--- src/rtl/serial_adder_if.sv ---
// Operand/result bundle between the operand-entry logic and the bit-serial adder.
// The master side issues operations and the slave side (the adder) returns results.
interface serial_adder_if #(
    parameter int WIDTH = 8
);
    logic             start;
    logic [WIDTH-1:0] a;
    logic [WIDTH-1:0] b;
    logic             cin;
    logic             busy;
    logic             done;
    logic [WIDTH-1:0] sum;
    logic             cout;

    modport master (
        output start, a, b, cin,
        input  busy, done, sum, cout
    );

    modport slave (
        input  start, a, b, cin,
        output busy, done, sum, cout
    );
endinterface

--- src/rtl/serial_adder.sv ---
// Bit-serial N-bit adder: two half-adder cells plus an OR make a full adder,
// fed LSB-first from operand shift registers with a registered carry.
module HalfAdder (
    input  logic i_a,
    input  logic i_b,
    output logic o_s,
    output logic o_c
);
    assign o_s = i_a ^ i_b;
    assign o_c = i_a & i_b;
endmodule

module serial_adder #(
    parameter int WIDTH = 8
) (
    input  logic           clk,
    input  logic           reset,
    serial_adder_if.slave  bus
);
    localparam int CNT_W = $clog2(WIDTH + 1);

    typedef enum logic [1:0] {
        IDLE,
        SHIFT,
        DONE
    } state_t;

    state_t           r_state;
    state_t           w_stateNext;
    logic [WIDTH-1:0] r_aSr;
    logic [WIDTH-1:0] r_bSr;
    logic [WIDTH-1:0] r_sumSr;
    logic [WIDTH-1:0] r_sum;
    logic             r_carry;
    logic             r_cout;
    logic [CNT_W-1:0] r_cnt;

    logic             w_s1;
    logic             w_c1;
    logic             w_s;
    logic             w_c2;
    logic             w_newCarry;
    logic             w_lastBit;
    logic             w_busy;
    logic             w_done;
    logic [WIDTH-1:0] w_msbIn;
    logic [WIDTH-1:0] w_sumShifted;

    HalfAdder u_ha1 (
        .i_a (r_aSr[0]),
        .i_b (r_bSr[0]),
        .o_s (w_s1),
        .o_c (w_c1)
    );

    HalfAdder u_ha2 (
        .i_a (w_s1),
        .i_b (r_carry),
        .o_s (w_s),
        .o_c (w_c2)
    );

    assign w_newCarry = w_c1 | w_c2;
    assign w_lastBit  = (r_cnt == CNT_W'(WIDTH - 1));

    // New sum bit enters at the MSB; written this way so WIDTH=1 needs no special case
    always_comb begin
        w_msbIn            = '0;
        w_msbIn[WIDTH-1]   = w_s;
        w_sumShifted       = (r_sumSr >> 1) | w_msbIn;
    end

    always_comb begin
        w_stateNext = r_state;
        w_busy      = 1'b0;
        w_done      = 1'b0;
        case (r_state)
            IDLE: begin
                if (bus.start) begin
                    w_stateNext = SHIFT;
                end
            end
            SHIFT: begin
                w_busy = 1'b1;
                if (w_lastBit) begin
                    w_stateNext = DONE;
                end
            end
            DONE: begin
                w_busy      = 1'b1;
                w_done      = 1'b1;
                w_stateNext = IDLE;
            end
            default: begin
                w_stateNext = IDLE;
            end
        endcase
    end

    always_ff @(posedge clk) begin
        if (reset) begin
            r_state <= IDLE;
        end else begin
            r_state <= w_stateNext;
        end
    end

    // Result registers only move on the completion edge, so partial sums never reach the outputs
    always_ff @(posedge clk) begin
        if (reset) begin
            r_aSr   <= '0;
            r_bSr   <= '0;
            r_sumSr <= '0;
            r_sum   <= '0;
            r_carry <= 1'b0;
            r_cout  <= 1'b0;
            r_cnt   <= '0;
        end else begin
            case (r_state)
                IDLE: begin
                    if (bus.start) begin
                        r_aSr   <= bus.a;
                        r_bSr   <= bus.b;
                        r_carry <= bus.cin;
                        r_sumSr <= '0;
                        r_cnt   <= '0;
                    end
                end
                SHIFT: begin
                    r_aSr   <= r_aSr >> 1;
                    r_bSr   <= r_bSr >> 1;
                    r_sumSr <= w_sumShifted;
                    r_carry <= w_newCarry;
                    r_cnt   <= r_cnt + CNT_W'(1);
                    if (w_lastBit) begin
                        r_sum  <= w_sumShifted;
                        r_cout <= w_newCarry;
                    end
                end
                default: begin
                end
            endcase
        end
    end

    assign bus.busy = w_busy;
    assign bus.done = w_done;
    assign bus.sum  = r_sum;
    assign bus.cout = r_cout;
endmodule

--- src/flat_wrapper.sv ---
// flat-port wrapper written by rule: the top's interface ports become plain ports
module serial_adder_flat 
#(
    parameter int WIDTH = 8
)
  (clk, reset, bus_start, bus_a, bus_b, bus_cin, bus_busy, bus_done, bus_sum, bus_cout);
  serial_adder_if #(.WIDTH(WIDTH)) bus_i ();
  input  logic clk;
  input  logic reset;
  input wire logic [$bits(bus_i.start)-1:0] bus_start;
  input wire logic [$bits(bus_i.a)-1:0] bus_a;
  input wire logic [$bits(bus_i.b)-1:0] bus_b;
  input wire logic [$bits(bus_i.cin)-1:0] bus_cin;
  output wire logic [$bits(bus_i.busy)-1:0] bus_busy;
  output wire logic [$bits(bus_i.done)-1:0] bus_done;
  output wire logic [$bits(bus_i.sum)-1:0] bus_sum;
  output wire logic [$bits(bus_i.cout)-1:0] bus_cout;
  assign bus_i.start = bus_start;
  assign bus_i.a = bus_a;
  assign bus_i.b = bus_b;
  assign bus_i.cin = bus_cin;
  assign bus_busy = bus_i.busy;
  assign bus_done = bus_i.done;
  assign bus_sum = bus_i.sum;
  assign bus_cout = bus_i.cout;
  serial_adder #(.WIDTH(WIDTH)) u_core (.clk(clk), .reset(reset), .bus(bus_i));
endmodule
--- config.mk ---
export PLATFORM = sky130hd
export DESIGN_NAME = serial_adder_flat
export DESIGN_NICKNAME = d
export VERILOG_FILES = /design/src/rtl/serial_adder_if.sv /design/src/rtl/serial_adder.sv /design/src/flat_wrapper.sv
export SDC_FILE = /design/constraint.sdc
export NUM_CORES = 1
export LEC_CHECK = 0
export ABC_AREA = 0
export CAP_MARGIN = 10
export CORE_ASPECT_RATIO = 1.4
export CORE_MARGIN = 2
export CORE_UTILIZATION = 50
export CTS_BUF_LIST = sky130_fd_sc_hd__clkbuf_2 sky130_fd_sc_hd__clkbuf_4 sky130_fd_sc_hd__clkbuf_8
export DETAILED_ROUTE_END_ITERATION = 6
export GPL_ROUTABILITY_DRIVEN = 0
export PLACE_DENSITY_LB_ADDON = 0.12
export REMOVE_ABC_BUFFERS = 1
export SETUP_SLACK_MARGIN = 0.4
export SYNTH_ARGS = -nofsm -noshare
export SYNTH_HDL_FRONTEND = slang
export SYNTH_SLANG_ARGS = --single-unit
--- constraint.sdc ---
create_clock -name clk -period 2.2 [get_ports clk]
set_clock_uncertainty 0.15 [all_clocks]
set_input_delay 0.33 -clock clk [delete_from_list [all_inputs] [get_ports clk]]
set_output_delay 0.33 -clock clk [all_outputs]
set_load 0.05 [all_outputs]
==> metrics.json, run 1 <==
{
  "status": {"value": "completed"},
  "cts_hold_fix_bufs": {"value": 0},
  "rr_startpoint": {"value": "u_core.r_state[1]"},
  "drc_violations": {"value": 0},
  "slowest_library_cell_on_the_worst_path": {"value": "sky130_fd_sc_hd__dfxtp_1"},
  "cts_buffers": {"value": 5},
  "floorplan.die_area": {"value": 3760, "unit": "µm²"},
  "reg2reg_capture_point": {"value": "u_core.r_cnt[3]"},
  "finalHoldViolCount": {"value": 0},
  "power": {"value": 0.00155, "unit": "W"},
  "clk_root_buffer_cell": {"value": "sky130_fd_sc_hd__clkbuf_8"},
  "avgSynthCellArea": {"value": 9.27, "unit": "µm²"},
  "drt.antenna.violating_nets": {"value": 0},
  "number_of_antenna_violations_at_the_first_check_in_global_routing": {"value": 0},
  "cts_tree": {"value": "built"},
  "drt_iter0_markers": {"value": 34},
  "vias_per_cell": {"value": 5.66},
  "first_global_vias": {"value": 1290},
  "mostFrequentLayoutCell": {"value": "sky130_fd_sc_hd__dfxtp_1"},
  "synth_area_leader_cell": {"value": "sky130_fd_sc_hd__dfxtp_1"},
  "synthesis.instances": {"value": 177},
  "path_delay_family": {"value": "flip-flops"},
  "cts_max_level": {"value": 2},
  "postRouteWirelength": {"value": 3.46, "unit": "mm"},
  "clk-insertion-delay-late": {"value": 280, "unit": "ps"},
  "max_stage_delay": {"value": 360, "unit": "ps"},
  "io-pin-count": {"value": 31},
  "synth_largest_type_area_fraction": {"value": 0.476},
  "via_count": {"value": 1403},
  "finalNonFillerCells": {"value": 248},
  "gr-usage-all-layers": {"value": 0.193},
  "power.leakage": {"value": 0.805, "unit": "nW"},
  "hold_class": {"value": "flip-flop to flip-flop"},
  "yosys-top-cells-area": {"value": "sky130_fd_sc_hd__dfxtp_1 (48%), sky130_fd_sc_hd__mux2i_1 (9.8%), sky130_fd_sc_hd__a211oi_1 (7.8%)"},
  "final_period_minus_worst_setup_slack": {"value": 1740, "unit": "ps"},
  "buffer_ports.inserted": {"value": 30},
  "grt_overflow_total": {"value": 0},
  "start_util": {"value": 0.526},
  "worst_hold_depth": {"value": 2},
  "fmax": {"value": 0.574, "unit": "GHz"},
  "wl_met1": {"value": 1.40, "unit": "mm"},
  "clockBufferDepth": {"value": 2},
  "synth_area": {"value": 1640, "unit": "µm²"},
  "rsz_0062_raised_after_global_routing": {"value": "false"},
  "tightest_slew_margin_relative_to_the_limit": {"value": 0.676},
  "yosys-mux-area-fraction": {"value": 0.104},
  "layout.cells.most_common_list": {"value": "sky130_fd_sc_hd__dfxtp_1 (38), sky130_fd_sc_hd__nor2_1 (23), sky130_fd_sc_hd__nand2_1 (23)"},
  "timing_worst_setup_path_type": {"value": "flip-flop to primary output"},
  "peakVddDrop": {"value": 0.658, "unit": "mV"},
  "clock_sink_count": {"value": 39},
  "synth.lib_cells_used.distinct": {"value": 25},
  "cp_data_required_time": {"value": 1720, "unit": "ps"},
  "post_route_cells_drive_above_1_share": {"value": 0.110},
  "main_combinational_cell_family_by_area_after_synthesis": {"value": "compound AO/OA/AOI/OAI gates"},
  "yosysSeqAreaShare": {"value": 0.476},
  "clk_pin_slew": {"value": 70, "unit": "ps"},
  "cp.arrival": {"value": 1260, "unit": "ps"},
  "layout_worst_path_cycle_share": {"value": 0.792},
  "met2RoutedLength": {"value": 1.86, "unit": "mm"},
  "grt_first_pass_wirelength": {"value": 5.51, "unit": "mm"},
  "routed-wl-met3": {"value": 153, "unit": "µm"},
  "max_slew.worst_pin.slew": {"value": 488, "unit": "ps"},
  "dpl.hpwl": {"value": 2.18, "unit": "mm"},
  "slack_of_the_worst_reg_to_reg_path": {"value": 460, "unit": "ps"},
  "antenna_cells": {"value": 0},
  "die_w": {"value": 52.4, "unit": "µm"},
  "grt_start_max_net_pins": {"value": 40},
  "yosys_register_bits": {"value": 39},
  "hold_path_startpoint": {"value": "u_core.bus.sum[6]"},
  "drv.max_cap_violation_count": {"value": 0},
  "startpoint_type": {"value": "flip-flop"},
  "yosysWarningCount": {"value": 0},
  "die_h": {"value": 71.8, "unit": "µm"},
  "std_cell_rows": {"value": 24},
  "top_layer_used": {"value": "met4"},
  "final_max_slew_viol_count": {"value": 0},
  "critPathCaptureType": {"value": "primary output"},
  "synth_xor_xnor_area_share": {"value": 0},
  "wire_per_inst": {"value": 14.0, "unit": "µm"},
  "area_growth": {"value": 28.5, "unit": "%"},
  "cp_num_buf_inv": {"value": 2},
  "worst_r2r_path_cells": {"value": 5},
  "hold_end": {"value": "u_core.bus.sum[6]"},
  "design.core.area": {"value": 3120, "unit": "µm²"},
  "share_of_synthesized_cell_area_in_and_or_nand_and_nor_gates": {"value": 0.157},
  "worst-path-max-fanout": {"value": 3},
  "num-nets-final": {"value": 233},
  "post_synth_fa_ha_maj_area_fraction": {"value": 0.0427},
  "first_pass_iters": {"value": 4},
  "path_cells": {"value": "inv_1 > ha_2 > buf_4"},
  "power.density": {"value": 734, "unit": "nW/µm²"},
  "numPlacedInstances": {"value": 237},
  "timing.final.setup_violations": {"value": 0},
  "synth_compound_area_frac": {"value": 0.177}
}
## how the worst max path moves through the flow
stage	start	end	slack, ps	depth (start not counted)
6_report	u_core.r_state[1]	bus_busy	460	3
5_1_grt	u_core.r_state[0]	u_core.r_cnt[3]	400	5
4_1_cts	u_core.r_state[1]	u_core.bus.sum[2]	420	6
3_5_place_dp	bus_start	u_core.r_aSr[2]	230	4
3_3_place_gp	bus_start	u_core.r_cnt[2]	300	4
2_1_floorplan	u_core.r_state[1]	u_core.r_cnt[3]	-480	5
## cells by family after synthesis
logic type      count (synthesis)
buf+inv                        16
flops                          39
compound gates                 42
mux                            17
fa+ha+maj                       5
simple gates                   58
## per-layer routing
metal / track usage / up-vias
li1: - / 701
met1: 0.205 / 666
met2: 0.349 / 30
met3: 0.0625 / 6
met4: 0.0598 / 0
met5: 0 / -
## cell usage after synthesis, drive strengths merged
library cell and number:
clkbuf 7, buf 6, mux2i 16, nand3b 2
nand2 23, a31oi 2, and3b 1, fa 1
nand4b 2, a32oi 8, nor2 23, o21ba 1
o21ai 1, a21oi 13, nand3 4, a211oi 17
inv 3, dfxtp 39, ha 4, or4 1
and4b 1, mux2 1, nand2b 1
## timing repair
| item | 4_1_cts | 5_1_grt |
|---|---|---|
| buffers inserted | 1 | 0 |
| setup endpoints to repair | 36 | 18 |
| pin swaps | 1 | 1 |
| cloned | 0 | 2 |
| resized for setup | 11 | 7 |
## where the power goes
part | total (W) | switching, W | leakage [nW] | internal [W]
Clock | 0.000528 | 0.000230 | 0.0549 | 0.000298
Sequential | 0.000771 | 0.0000246 | 0.319 | 0.000747
Combinational | 0.000250 | 0.000133 | 0.431 | 0.000117
Total | 0.00155 | 0.000387 | 0.805 | 0.00116
## tightest hold or removal path: stages (launching register included)
cell and delay [ps]:
sky130_fd_sc_hd__dfxtp_1 310, sky130_fd_sc_hd__nand2_1 50, sky130_fd_sc_hd__a21oi_1 50
## registers in the layout, indices dropped and copies added, names as in the netlist
name / count
u_core.bus.sum: 8
u_core.r_aSr: 8
u_core.r_bSr: 8
u_core.r_sumSr: 7
u_core.r_cnt: 4
u_core.r_state: 2
u_core.bus.cout: 1
u_core.r_carry: 1
## cell type report
type | instances | area [µm²]
Sequential cell | 39 | 782
Multi-Input combinational cell | 124 | 838
Fill cell | 271 | 1010
Timing Repair Buffer | 35 | 325
Clock buffer | 8 | 104
Tap cell | 39 | 48.8
Inverter | 3 | 11.3
## stage by stage
| step | utilization | TNS (ps) | setup slack (ps) | hold WS (ps) | instance area, µm² |
|---|---|---|---|---|---|
| global placement | 0.626 | 0 | 297 | 291 | 1960 |
| CTS | 0.660 | 0 | 422 | 304 | 2060 |
| floorplan | - | -3770 | -477 | 249 | 1580 |
| finish | 0.675 | 0 | 459 | 300 | 2110 |
| detailed placement | 0.626 | 0 | 231 | 296 | 1960 |
| global route | 0.675 | 0 | 396 | 323 | 2110 |
No activity file was read; power rests on OpenSTA's default activity.
==> run 2: changes to the inputs <==
- CORE_UTILIZATION: 50 -> 48
- clock period: 2.2 -> 1.48 ns (I/O delays scaled with it)
==> run 2 against run 1 <==
  * The flow now finishes with violations (negative setup slack)
  * Register-to-register slack got worse by 600 ps
  * Flip-flop and latch count unchanged
  * Hold slack improved by 25 ps
  * Via count increased by 7.8%
  * Wire length increased by 25%
  * Critical path depth increased by 3
  * Combinational power increased by 150%
  * First-iteration DRC count increased by 15%
  * Global-route usage increased by 2.7 points
  * Clock power increased by 32%
  * Sequential power increased by 52%
  * Power increased by 60%
==> metrics.json, run 2 (same netlist as run 1, synthesis figures left out) <==
{
  "die_w": {"value": 53.4, "unit": "µm", "change": "+1.9%"},
  "post_route_cells_drive_above_1_share": {"value": 0.516, "change": "+0.406"},
  "seqPwrFrac": {"value": 0.471, "change": "-0.027"},
  "mostFrequentLayoutCell": {"value": "sky130_fd_sc_hd__dfxtp_1"},
  "met2RoutedLength": {"value": 2.47, "unit": "mm", "change": "+33%"},
  "finalHoldViolCount": {"value": 0, "change": "unchanged"},
  "fmax": {"value": 0.616, "unit": "GHz"},
  "power.clock.fraction": {"value": 0.280, "change": "-0.061"},
  "peakVddDrop": {"value": 0.862, "unit": "mV", "change": "+31%"},
  "std_cell_rows": {"value": 25, "change": "+4.2%"},
  "failed_checks": {"value": "negative setup slack"},
  "max_stage_delay": {"value": 380, "unit": "ps", "change": "+20 ps"},
  "wire_per_inst": {"value": 16.6, "unit": "µm", "change": "+19%"},
  "rsz_0062_raised_after_global_routing": {"value": "true"},
  "grt_start_max_net_pins": {"value": 40, "change": "unchanged"},
  "dpl.hpwl": {"value": 2.42, "unit": "mm", "change": "+11%"},
  "cp_data_required_time": {"value": 1500, "unit": "ps", "change": "-220 ps"},
  "path_cells": {"value": "inv_2 > ha_4 > mux2_4 > buf_4 > nand4b_1 > a31oi_1"},
  "grt_overflow_total": {"value": 0, "change": "unchanged"},
  "final_critical_path_setup_slack": {"value": -143, "unit": "ps", "change": "-602 ps"},
  "pwr-share-comb": {"value": 0.249, "change": "+0.088"},
  "postRouteWirelength": {"value": 4.35, "unit": "mm", "change": "+25%"},
  "timing.final.setup_violations": {"value": 25, "change": "+25"},
  "final_period_minus_worst_setup_slack": {"value": 1620, "unit": "ps"},
  "power.leakage": {"value": 0.981, "unit": "nW", "change": "+22%"},
  "power_switching_share": {"value": 0.295, "change": "+0.0451"},
  "hold_class": {"value": "flip-flop to flip-flop"},
  "start_util": {"value": 0.495, "change": "-0.0305"},
  "hold_path_startpoint": {"value": "u_core.r_aSr[7]"},
  "cts_max_level": {"value": 2, "change": "unchanged"},
  "startpoint_type": {"value": "flip-flop"},
  "drv.max_cap_violation_count": {"value": 0, "change": "unchanged"},
  "num-nets-final": {"value": 245, "change": "+5.2%"},
  "first_pass_iters": {"value": 4, "change": "unchanged"},
  "clk_pin_slew": {"value": 80, "unit": "ps", "change": "about the same"},
  "path_delay_family": {"value": "multiplexers"},
  "crit_start": {"value": "u_core.r_state[0]"},
  "dp_slack": {"value": -213, "unit": "ps", "change": "-444 ps"},
  "clk-insertion-delay-late": {"value": 290, "unit": "ps", "change": "about the same"},
  "design.core.area": {"value": 3320, "unit": "µm²", "change": "+6.2%"},
  "power.density": {"value": 912, "unit": "nW/µm²", "change": "+24%"},
  "io-pin-count": {"value": 31, "change": "unchanged"},
  "rr_startpoint": {"value": "u_core.r_state[0]"},
  "worst-path-max-fanout": {"value": 5, "change": "+2"},
  "via_count": {"value": 1512, "change": "+7.8%"},
  "cp_num_buf_inv": {"value": 2, "change": "unchanged"},
  "grt_first_pass_wirelength": {"value": 6.27, "unit": "mm", "change": "+14%"},
  "filler_cell_count": {"value": 194, "change": "-28%"},
  "layout.cells.most_common_list": {"value": "sky130_fd_sc_hd__dfxtp_1 (26), sky130_fd_sc_hd__clkdlybuf4s50_1 (19), sky130_fd_sc_hd__mux2i_1 (16), sky130_fd_sc_hd__a211oi_2 (16), sky130_fd_sc_hd__nand2_1 (15)"},
  "slowest_library_cell_on_the_worst_path": {"value": "sky130_fd_sc_hd__mux2_4"},
  "floorplan.die_area": {"value": 3910, "unit": "µm²", "change": "+3.9%"},
  "cts_hold_fix_bufs": {"value": 0, "change": "unchanged"},
  "layout_worst_path_cycle_share": {"value": 1.10},
  "gr-usage-all-layers": {"value": 0.219, "change": "+0.0266"},
  "clk_root_buffer_cell": {"value": "sky130_fd_sc_hd__clkbuf_8"},
  "max_slew.worst_pin.slew": {"value": 271, "unit": "ps", "change": "-217 ps"},
  "wl_met1": {"value": 1.61, "unit": "mm", "change": "+14%"},
  "routed-wl-met3": {"value": 167, "unit": "µm", "change": "+9.2%"},
  "internal_power": {"value": 0.00175, "unit": "W", "change": "+51%"},
  "post-route-util": {"value": 0.822, "change": "+0.146"},
  "clock_sink_count": {"value": 39, "change": "unchanged"},
  "cts_buffers": {"value": 5, "change": "unchanged"},
  "finish.instance_area": {"value": 2730, "unit": "µm²", "change": "+29%"},
  "area_growth": {"value": 66.0, "unit": "%"},
  "first_global_vias": {"value": 1380, "change": "+7.0%"},
  "timing_worst_setup_path_type": {"value": "flip-flop to flip-flop"},
  "drt_iter0_markers": {"value": 39, "change": "+15%"},
  "seqCellArea": {"value": 800, "unit": "µm²", "change": "+2.2%"},
  "die_h": {"value": 73.2, "unit": "µm", "change": "+1.9%"},
  "final_max_slew_viol_count": {"value": 0, "change": "unchanged"},
  "cts_tree": {"value": "built"},
  "status": {"value": "finished, violations left"},
  "multiInputGateArea": {"value": 1120, "unit": "µm²", "change": "+34%"},
  "placed_cell_area": {"value": 2170, "unit": "µm²", "change": "+11%"},
  "drc_violations": {"value": 0, "change": "unchanged"},
  "tightest_slew_margin_relative_to_the_limit": {"value": 0.820, "change": "+0.144"},
  "critPathCaptureType": {"value": "flip-flop"},
  "top_layer_used": {"value": "met4"},
  "number_of_antenna_violations_at_the_first_check_in_global_routing": {"value": 0, "change": "unchanged"},
  "buffer_ports.inserted": {"value": 30, "change": "unchanged"},
  "vias_per_cell": {"value": 5.79, "change": "+2.4%"},
  "clockBufferDepth": {"value": 2, "change": "unchanged"},
  "cp.arrival": {"value": 1650, "unit": "ps", "change": "+390 ps"},
  "p_sw": {"value": 0.000733, "unit": "W", "change": "+89%"},
  "drt.antenna.violating_nets": {"value": 0, "change": "unchanged"},
  "antenna_cells": {"value": 0, "change": "unchanged"}
}
==> run 2: worst paths after layout <==
kind / to / slack, ps / cells after the start
hold reg to reg: u_core.r_aSr[7] / 320 / 2
setup / recovery: u_core.r_cnt[2] / -140 / 6
setup reg to reg: u_core.r_cnt[2] / -140 / 6
hold / removal: u_core.r_aSr[7] / 320 / 2
==> run 2: worst reg2reg max path, cell delays in order (launching register included) <==
cell	delay [ps]
sky130_fd_sc_hd__dfxtp_2	360
sky130_fd_sc_hd__inv_2	60
sky130_fd_sc_hd__ha_4	170
sky130_fd_sc_hd__mux2_4	380
sky130_fd_sc_hd__buf_4	160
sky130_fd_sc_hd__nand4b_1	120
sky130_fd_sc_hd__a31oi_1	110
==> run 2: power groups by stage <==
stage          registers (W)  clock network [W]  logic, W
3_5_place_dp         0.00117                  0  0.000401
2_1_floorplan        0.00116                  0  0.000219
6_report             0.00117           0.000695  0.000620
3_3_place_gp         0.00116                  0  0.000385
5_1_grt              0.00118           0.000766  0.000656
4_1_cts              0.00115           0.000712  0.000493
==> run 2: area by class of cell <==
cell class,count,share of cell area
sequential,39,0.293
clock buffer,5,0.0253
inverter,3,0.00505
timing repair buffer,49,0.238
multi-input combinational,122,0.413
tap,40,0.0184
clock inverter,3,0.00735
==> run 2: routing by layer <==
metal / global-route usage / up-vias
met4: 0.0769 / 0
met3: 0.0553 / 10
li1: - / 717
met2: 0.390 / 43
met1: 0.245 / 742
met5: 0 / -
==> run 2: stage by stage <==
| stage | instances | setup TNS [ps] | hold WS, ps | total power (W) |
|---|---|---|---|---|
| 4_1_cts | 259 | -842 | 314 | 0.00235 |
| 6_report | 261 | -1720 | 325 | 0.00249 |
| 3_5_place_dp | 248 | -3630 | 303 | 0.00157 |
| 3_3_place_gp | 248 | -2490 | 291 | 0.00155 |
| 5_1_grt | 261 | -3410 | 353 | 0.00260 |
| 2_1_floorplan | 164 | -30670 | 141 | 0.00138 |
==> run 2: timing repair <==
| action | CTS | global route |
|---|---|---|
| setup endpoints to repair | 50 | 50 |
| pin swaps | 9 | 5 |
| cloned | 2 | 2 |
| setup buffers | 1 | 0 |
| gates resized for setup | 59 | 45 |
==> run 3: changes to the inputs <==
- CTS_CLUSTER_DIAMETER: unset -> 200
==> results of run 3 <==
Same layout as run 2: the final DEF is identical, and so are final timing and power.
